[config.mk]
export PLATFORM = sky130hd
export DESIGN_NAME = controlador_jogo
export DESIGN_NICKNAME = d
export VERILOG_FILES = /design/src/rtl/controlador_jogo.sv
export SDC_FILE = /design/constraint.sdc
export NUM_CORES = 1
export LEC_CHECK = 0
export ABC_AREA = 1
export ABC_CLOCK_PERIOD_IN_PS = 1500
export BUFFER_PORTS_ARGS = -buffer_cell sky130_fd_sc_hd__buf_2
export CORE_UTILIZATION = 45
export CTS_CLUSTER_DIAMETER = 100
export CTS_CLUSTER_SIZE = 30
export DETAILED_ROUTE_END_ITERATION = 16
export PLACE_DENSITY = 0.75
export SETUP_SLACK_MARGIN = 0.1
export SKIP_LAST_GASP = 1
export SYNTH_ARGS = -nofsm -noshare
export SYNTH_HDL_FRONTEND = slang
export SYNTH_SLANG_ARGS = --single-unit
[constraint.sdc]
create_clock -name clock_in -period 1.5 [get_ports clock_in]
set_clock_uncertainty 0.2 [all_clocks]
set_input_delay 0.075 -clock clock_in [delete_from_list [all_inputs] [get_ports clock_in]]
set_output_delay 0.075 -clock clock_in [all_outputs]
set_load 0.02 [all_outputs]
[src/rtl/controlador_jogo.sv]
// rtl/controlador_jogo.sv - naval-battle sequencer: game states, lives/hits, lookup request/ack
// CONTROLADOR_TIMEOUT_EN: abandon a lookup after TIMEOUT cycles without ack and raise erro.
module controlador_jogo #(
  parameter int VIDAS_INICIAIS = 3,
  parameter int NUM_ALVOS      = 5,
  parameter int TEMPO_FEEDBACK = 4
`ifdef CONTROLADOR_TIMEOUT_EN
  ,
  parameter int TIMEOUT        = 8
`endif
) (
  input  logic       clock_in,
  input  logic       reset_n,
  input  logic [1:0] modo,
  input  logic       confirmar,
  input  logic [2:0] coord_linha,
  input  logic [2:0] coord_coluna,
  input  logic       ack,
  input  logic [1:0] resultado,
  output logic       consulta,
  output logic [2:0] linha_lat,
  output logic [2:0] coluna_lat,
  output logic       en_preparacao,
  output logic       en_ataque,
  output logic       ligar_matriz,
  output logic       mapa_ok,
  output logic [1:0] vida,
  output logic [2:0] acertos,
  output logic [2:0] estado,
  output logic       erro,
  output logic       LED_R,
  output logic       LED_G,
  output logic       LED_B
);

  typedef enum logic [2:0] {
    DESLIGADO  = 3'b000,
    PREPARACAO = 3'b001,
    ESPERA     = 3'b010,
    CONSULTA   = 3'b011,
    RESULTADO  = 3'b100,
    VITORIA    = 3'b101,
    DERROTA    = 3'b110
  } estado_t;

  localparam logic [1:0] FB_R = 2'd0;
  localparam logic [1:0] FB_G = 2'd1;
  localparam logic [1:0] FB_B = 2'd2;

  localparam logic [1:0] VIDA_INI = 2'(VIDAS_INICIAIS);
  localparam logic [2:0] ALVOS    = 3'(NUM_ALVOS);
  localparam logic [7:0] FB_FIM   = 8'(TEMPO_FEEDBACK - 1);
`ifdef CONTROLADOR_TIMEOUT_EN
  localparam logic [7:0] TMO_FIM  = 8'(TIMEOUT - 1);
`endif

  estado_t    st, st_n;
  logic [1:0] vida_n, fb, fb_n;
  logic [2:0] acertos_n, linha_n, coluna_n;
  logic       mapa_ok_n, erro_n;
  logic [7:0] tmr, tmr_n;
  logic       consulta_n, en_prep_n, en_atq_n, ligar_n, led_r_n, led_g_n, led_b_n;

  assign estado = st;

  always_ff @(posedge clock_in or negedge reset_n) begin
    if (!reset_n) begin
      st            <= DESLIGADO;
      vida          <= '0;
      acertos       <= '0;
      mapa_ok       <= 1'b0;
      erro          <= 1'b0;
      linha_lat     <= '0;
      coluna_lat    <= '0;
      fb            <= FB_R;
      tmr           <= '0;
      consulta      <= 1'b0;
      en_preparacao <= 1'b0;
      en_ataque     <= 1'b0;
      ligar_matriz  <= 1'b0;
      LED_R         <= 1'b0;
      LED_G         <= 1'b0;
      LED_B         <= 1'b0;
    end else begin
      st            <= st_n;
      vida          <= vida_n;
      acertos       <= acertos_n;
      mapa_ok       <= mapa_ok_n;
      erro          <= erro_n;
      linha_lat     <= linha_n;
      coluna_lat    <= coluna_n;
      fb            <= fb_n;
      tmr           <= tmr_n;
      consulta      <= consulta_n;
      en_preparacao <= en_prep_n;
      en_ataque     <= en_atq_n;
      ligar_matriz  <= ligar_n;
      LED_R         <= led_r_n;
      LED_G         <= led_g_n;
      LED_B         <= led_b_n;
    end
  end

  always_comb begin
    st_n      = st;
    vida_n    = vida;
    acertos_n = acertos;
    mapa_ok_n = mapa_ok;
    erro_n    = erro;
    linha_n   = linha_lat;
    coluna_n  = coluna_lat;
    fb_n      = fb;
    tmr_n     = '0;

    if (modo == 2'b00) begin
      st_n      = DESLIGADO;
      vida_n    = '0;
      acertos_n = '0;
      mapa_ok_n = 1'b0;
    end else if (modo == 2'b01 && st != PREPARACAO) begin
      st_n      = PREPARACAO;
      vida_n    = VIDA_INI;
      acertos_n = '0;
      mapa_ok_n = 1'b0;
    end else begin
      case (st)
        DESLIGADO: ;
        PREPARACAO: begin
          if (confirmar) mapa_ok_n = 1'b1;
          if (modo[1] && mapa_ok) st_n = ESPERA;
        end
        ESPERA: begin
          if (confirmar) begin
            linha_n  = coord_linha;
            coluna_n = coord_coluna;
            erro_n   = 1'b0;
            // Off-board shots skip the lookup and are reported as blue feedback
            if (coord_linha > 3'd6 || coord_coluna > 3'd4) begin
              st_n = RESULTADO;
              fb_n = FB_B;
            end else begin
              st_n = CONSULTA;
            end
          end
        end
        CONSULTA: begin
          if (ack) begin
            st_n = RESULTADO;
            case (resultado)
              2'b00: begin
                if (vida != 2'd0) vida_n = vida - 2'd1;
                fb_n = FB_R;
              end
              2'b01: begin
                if (acertos != 3'd7) acertos_n = acertos + 3'd1;
                fb_n = FB_G;
              end
              default: fb_n = FB_B;
            endcase
          end
`ifdef CONTROLADOR_TIMEOUT_EN
          else if (tmr == TMO_FIM) begin
            st_n   = ESPERA;
            erro_n = 1'b1;
          end else begin
            tmr_n = tmr + 8'd1;
          end
`endif
        end
        RESULTADO: begin
          if (tmr == FB_FIM) begin
            if (vida == 2'd0)          st_n = DERROTA;
            else if (acertos == ALVOS) st_n = VITORIA;
            else                       st_n = ESPERA;
          end else begin
            tmr_n = tmr + 8'd1;
          end
        end
        VITORIA, DERROTA: ;
        default: st_n = DESLIGADO;
      endcase
    end

`ifndef CONTROLADOR_TIMEOUT_EN
    erro_n = 1'b0;
`endif

    // Decode from the next state so every status output is a plain flop
    consulta_n = (st_n == CONSULTA);
    en_prep_n  = (st_n == PREPARACAO);
    en_atq_n   = (st_n == ESPERA);
    ligar_n    = st_n inside {PREPARACAO, ESPERA, CONSULTA, RESULTADO};
    led_r_n    = (st_n == RESULTADO && fb_n == FB_R) || (st_n == DERROTA);
    led_g_n    = (st_n == RESULTADO && fb_n == FB_G) || (st_n == VITORIA);
    led_b_n    = (st_n == RESULTADO && fb_n == FB_B) || (st_n == PREPARACAO && !mapa_ok_n);
  end

endmodule

After elaboration in Yosys (flattened, before gate mapping)
Index checks and enable logic that the tools add are counted.
- flip-flop bits (word level): 32
- bits in latches: 0
- logic and storage cells: 107
- input port bits: 14
- memory bits (read-only): 0
- memories kept: 0
- output and inout port bits: 23
- RAM bits: 0
- magnitude comparators: 2
- mux-type cells: 37
- shift-type cells: 0
- eq/ne operators: 20
- divide/modulo/power cells: 0
- multiply operators: 0
- add/subtract/negate cells: 3
- reductions and logical operators: 28
- bitwise logic cells: 2
- operators with widths (cell ; number):
    two-way mux 3 bit ; 15
    two-way mux 8 bit ; 4
    two-way mux 2 bit ; 11
    == test 3 bit, second input constant ; 7
    nonzero test 3 bit ; 6
    one-hot mux 3 bit (5 select lines) ; 1
    == test 3 x 2 -> 1 bit, second input constant ; 4
    AND reduction 4 bit ; 3
    adder 8 x 1 -> 8 bit, second input constant ; 1
    == test 8 x 2 -> 1 bit, second input constant ; 1
    logical NOT 2 bit ; 4
    one-hot mux 2 bit (2 select lines) ; 2
    == test 2 x 1 -> 1 bit, second input constant ; 3
    == test 3 x 1 -> 1 bit, second input constant ; 2
    greater-than comparator 3 bit, second input constant ; 2
    logical AND 1 bit ; 6
    logical OR 1 bit ; 4
    two-way mux 1 bit ; 4
    nonzero test 4 bit ; 1
    adder 3 x 1 -> 3 bit, second input constant ; 1
    logical NOT 3 bit ; 1
    != test 3 x 1 -> 1 bit, second input constant ; 1
    != test 3 bit, second input constant ; 1
    OR reduction 3 bit ; 1
    5 further kinds ; 6

Logic depth before layout (Yosys ltp)
- depth after elaboration: 10
- gate-level depth with buffers: 12
- gate-level depth less buffers: 11

Worst setup path before layout
No wires, ideal clock.
- kind: register to register
- start point: reg st[2] (netlist: estado[2])
- end point: reg vida[0]
- stages on the path, launching flop included: 6
- slack: -0.208 ns
- arrival time: 1.365 ns
- required time: 1.156 ns
- path buffers: 1
- library setup time: 0.144 ns
- path through: dfrtp_1 -> buf_6 -> inv_2 -> nand4_1 -> o41ai_1 -> o21ai_0
- word-level cells in the longest chain between the ends: 4
- elaborated cells on any way between the ends: 10
- those cells by class: eq/ne: 2; mux: 2; reduce/logical: 6
- RTL lines (element ; RTL line ; source):
    start: declaration ; 57 ; estado_t st, st_n;
    start signal: assignment ; 85 ; st <= st_n;
    != test 3 x 1 -> 1 bit ; 120 ; end else if (modo == 2'b01 && st != PREPARACAO) begin
    logical AND 1 bit ; 120 ;
    nonzero test 3 bit (no line) / two-way mux 2 bit (equally long branches) ; n/a ;
    AND reduction 4 bit (no line) / two-way mux 2 bit (equally long branches) ; n/a ;
    end signal: assignment ; 86 ; vida <= vida_n;
    end: declaration ; 27 ; output logic [1:0] vida,
Several ways; a longest one is shown, not always the timed one.
A chain may end at the register's enable or synchronous reset.

Final worst setup path
- start point: reg st[2] (netlist: estado[2])
- end point: reg LED_R
- elaborated cells on any way between the ends: 25
- those cells by class: eq/ne: 9; mux: 10; reduce/logical: 6
- RTL lines (element ; RTL line ; source):
    == test 3 x 2 -> 1 bit / != test 3 x 1 -> 1 bit (equally long branches) ; 126, 120 ;
    one-hot mux 2 bit (2 select lines) / logical AND 1 bit (equally long branches) ; 126, 120 ;
    two-way mux 2 bit (*) ; 120 ;
    two-way mux 2 bit (*) ; 115 ; if (modo == 2'b00) begin
    net fb_n[1] ; 58 ; logic [1:0] vida_n, fb, fb_n;
    logical NOT 2 bit (*) ; 193 ; led_r_n = (st_n == RESULTADO && fb_n == FB_R) || (st_n == DERROTA);
    logical AND 1 bit (*) ; 193 ;
    logical OR 1 bit (*) ; 193 ;
    net led_r_n ; 62 ; logic consulta_n, en_prep_n, en_atq_n, ligar_n, led_r_n, led_g_n, led_b_n;
    end signal: assignment ; 98 ; LED_R <= led_r_n;
    end: declaration ; 31 ; output logic LED_R,
Mark *: on every way through the listed nets, which the timed path passes. The rest lies on a longest branch.

==> impl_metrics.ini <==
[synthesis]
synth_seq_cells = 32
syn_avg_cell_area_sq_um = 8.38
syn_nets = 221
yosys_warnings = 0
netlist_area_sq_um = 1690
ys_seq_area_share_pct = 47.3
synth_cell_type_count = 29
syn_inst = 202

[power]
total_leakage_power_nw = 1.42
p_int_mw = 2.39
seqPwrFrac_pct = 30.8
p_switching_mw = 1.67
clkPwrFrac_pct = 17.2
ir_drop_uv = 926
p_per_area_nw_per_um2 = 1500
p_total_mw = 4.06
p_sw_share_pct = 41.2
combPwrFrac_pct = 52.0

[setup_path]
crit_fanout = 5
crit_start = estado[2]
worstSetupPathType = reg -> reg
critPathRequiredTime_ps = 1510
reg2reg_from = estado[2]
start_kind = flop
worstPathArrival_ps = 1790
cp-end-kind = flop

[hold_path]
hp-class = in -> reg
min-delay-start = resultado[0]

[cells_and_area]
stdcell_area_sq_um = 2710
area_growth_pct = 60.2
antennaDiodeCount = 0
utilization_pct = 78.2
fin_cells = 336
drive_gt1_share_pct = 57.2
layout.nets = 308

[floorplanning]
dieHeight_um = 63.3
chipWidth_um = 63.3
start_util_pct = 48.8
pin_count = 37
dieArea_sq_um = 4010
core-area_sq_um = 3470
placementRows = 21

[place]
io_buffers = 35
gp_congestion = 0.915
place_inst = 308
hpwl_um = 3060
place_ws_ps = -246
placed_area_sq_um = 2180

[detailed_routing]
num_vias = 1714
final_antenna_net_count = 0
drt_iter0_markers = 75
vias_per_cell = 5.10
wl_per_cell_um = 15.3
route.detailed.drc = 0
wirelength_um = 5150
dr.pass1.iters = 4

[cts]
numCtsBuffers = 5
clk_path_buf_depth = 2
cts_tree = done
clock_sinks = 32
path_clk_slew_ps = 70
htreeDepth = 2
clk_latency_ps = 280
root_buffer = clkbuf_8

[timing]
max_freq_mhz = 561
period_needed_ps = 1780
post-route-period-util_pct = 119
fin_ws_ps = -282
rsz0062_at_grt = true
setup_viol = 30
finalHoldViolCount = 0
final-max-slew-violation-count = 0

[global_route]
track_usage_pct = 25.2
grt_pass1_wl_um = 7720
overflow = 0
grt_pass1_vias = 1723
antenna_found_initial = 0
grt_max_degree = 33

[run]
maxCapViolations = 0

[outcome]
violations = setup timing
status = finished, violations left
-- stage by stage --
stage          hold WS [ps]  TNS, ps
2_1_floorplan          -421    -2850
3_3_place_gp           -158    -2910
3_5_place_dp           -158    -3950
4_1_cts                27.3    -2970
5_1_grt                69.5    -7090
6_report               56.0    -5030
-- cells by family (layout without fill, tap and decap cells) --
logic type / count (synthesis) / after routing / share of synthesized area, %
XOR/XNOR: 4 / 4 / 2.07
buffers and inverters: 31 / 119 / 7.98
AO/OA/AOI/OAI: 21 / 21 / 7.17
AND/OR/NAND/NOR: 102 / 102 / 27.6
adder cells (fa/ha/maj): 5 / 5 / 3.70
other: 1 / 1 / 0.222
flip-flops: 32 / 32 / 47.3
multiplexers: 6 / 6 / 3.99
-- layout by cell type, fill, tap and decap left out, types with 3 or more instances in the layout --
cell	count
nand3_2	6
buf_6	6
dfrtp_1	25
nand2_2	12
nor3_2	4
dfrtp_2	7
inv_2	7
a21oi_2	3
buf_2	35
nand3_1	10
inv_1	17
nand2_4	3
buf_4	34
dlygate4sd3_1	7
nor2_4	6
o21ai_0	5
mux2_4	6
nand2_1	27
clkbuf_8	6
xor2_1	3
inv_4	3
nor2_1	15
o21ai_2	5
nor2_2	9
nand4_1	3
-- area by class of cell --
type	instances	area (sq um)
sequential	32	810
timing repair buffer	83	588
fill	239	757
clock buffer	7	86.3
multi-input combinational	139	1040
inverter	28	120
clock inverter	1	7.51
tap	46	57.6
-- repair_timing --
action,4_1_cts,5_1_grt
hold endpoints to repair,38,0
endpoints found under the setup margin,32,32
resized for setup,40,38
hold buffers,7,0
pin swaps,18,22
buffers inserted,6,9
-- Yosys cell counts, drive strengths merged --
library cell / count / share of area [%]
and3: 1 / 0.37
o21ai: 11 / 3.3
nand4: 3 / 1.1
nand2: 44 / 11
a21oi: 6 / 2.0
a21boi: 1 / 0.67
xor2: 3 / 1.6
inv: 28 / 6.2
buf: 3 / 1.8
a31oi: 2 / 0.74
nor2: 30 / 6.8
dfrtp: 32 / 47
nand3b: 1 / 0.44
ha: 5 / 3.7
nand3: 18 / 5.9
o41ai: 1 / 0.52
mux2: 6 / 4.0
conb: 1 / 0.22
nor3: 4 / 1.8
or2: 1 / 0.37
xnor2: 1 / 0.52
-- worst paths after layout --
kind | end | slack (ps) | depth (start not counted)
worst min register to register | coluna_lat[1] | 310 | 1
max in group asynchronous | estado[2] | 830 | 3
worst max-delay path | LED_R | -280 | 8
min in group asynchronous | mapa_ok | 70 | 3
worst min-delay path | vida[0] | 60 | 4
worst max register to register | LED_R | -280 | 8
-- power by group through the flow --
stage	registers [mW]	clock network, mW	logic [mW]
after CTS	1.23	0.697	1.83
after global routing	1.27	0.750	2.29
after detailed placement	1.24	0	1.56
after global placement	1.22	0	1.52
after floorplan	1.46	0	0.732
final	1.25	0.699	2.11
-- worst max-delay path, cell delays in order (launching register included) --
cell and delay [ps]:
dfrtp_2 460, inv_4 90, nand4_1 230, buf_4 230, o21ai_2 110, nand2_2 90
inv_2 70, nand3_1 90, a21oi_2 130
-- state kept, by name, summed over array words and instances, names as in the netlist, 2 cells and up --
name,flops
vida,2
linha_lat,3
fb,2
coluna_lat,3
tmr,8
acertos,3
estado,3
-- per-layer routing --
metal / routed length [um] / vias to the layer above / track usage [%]
li1: - / 818 / -
met1: 1990 / 828 / 29.0
met2: 2860 / 57 / 45.3
met3: 195 / 11 / 5.43
met4: 111 / 0 / 9.38
met5: 0 / - / 0
(Power assumes the default switching activity.)
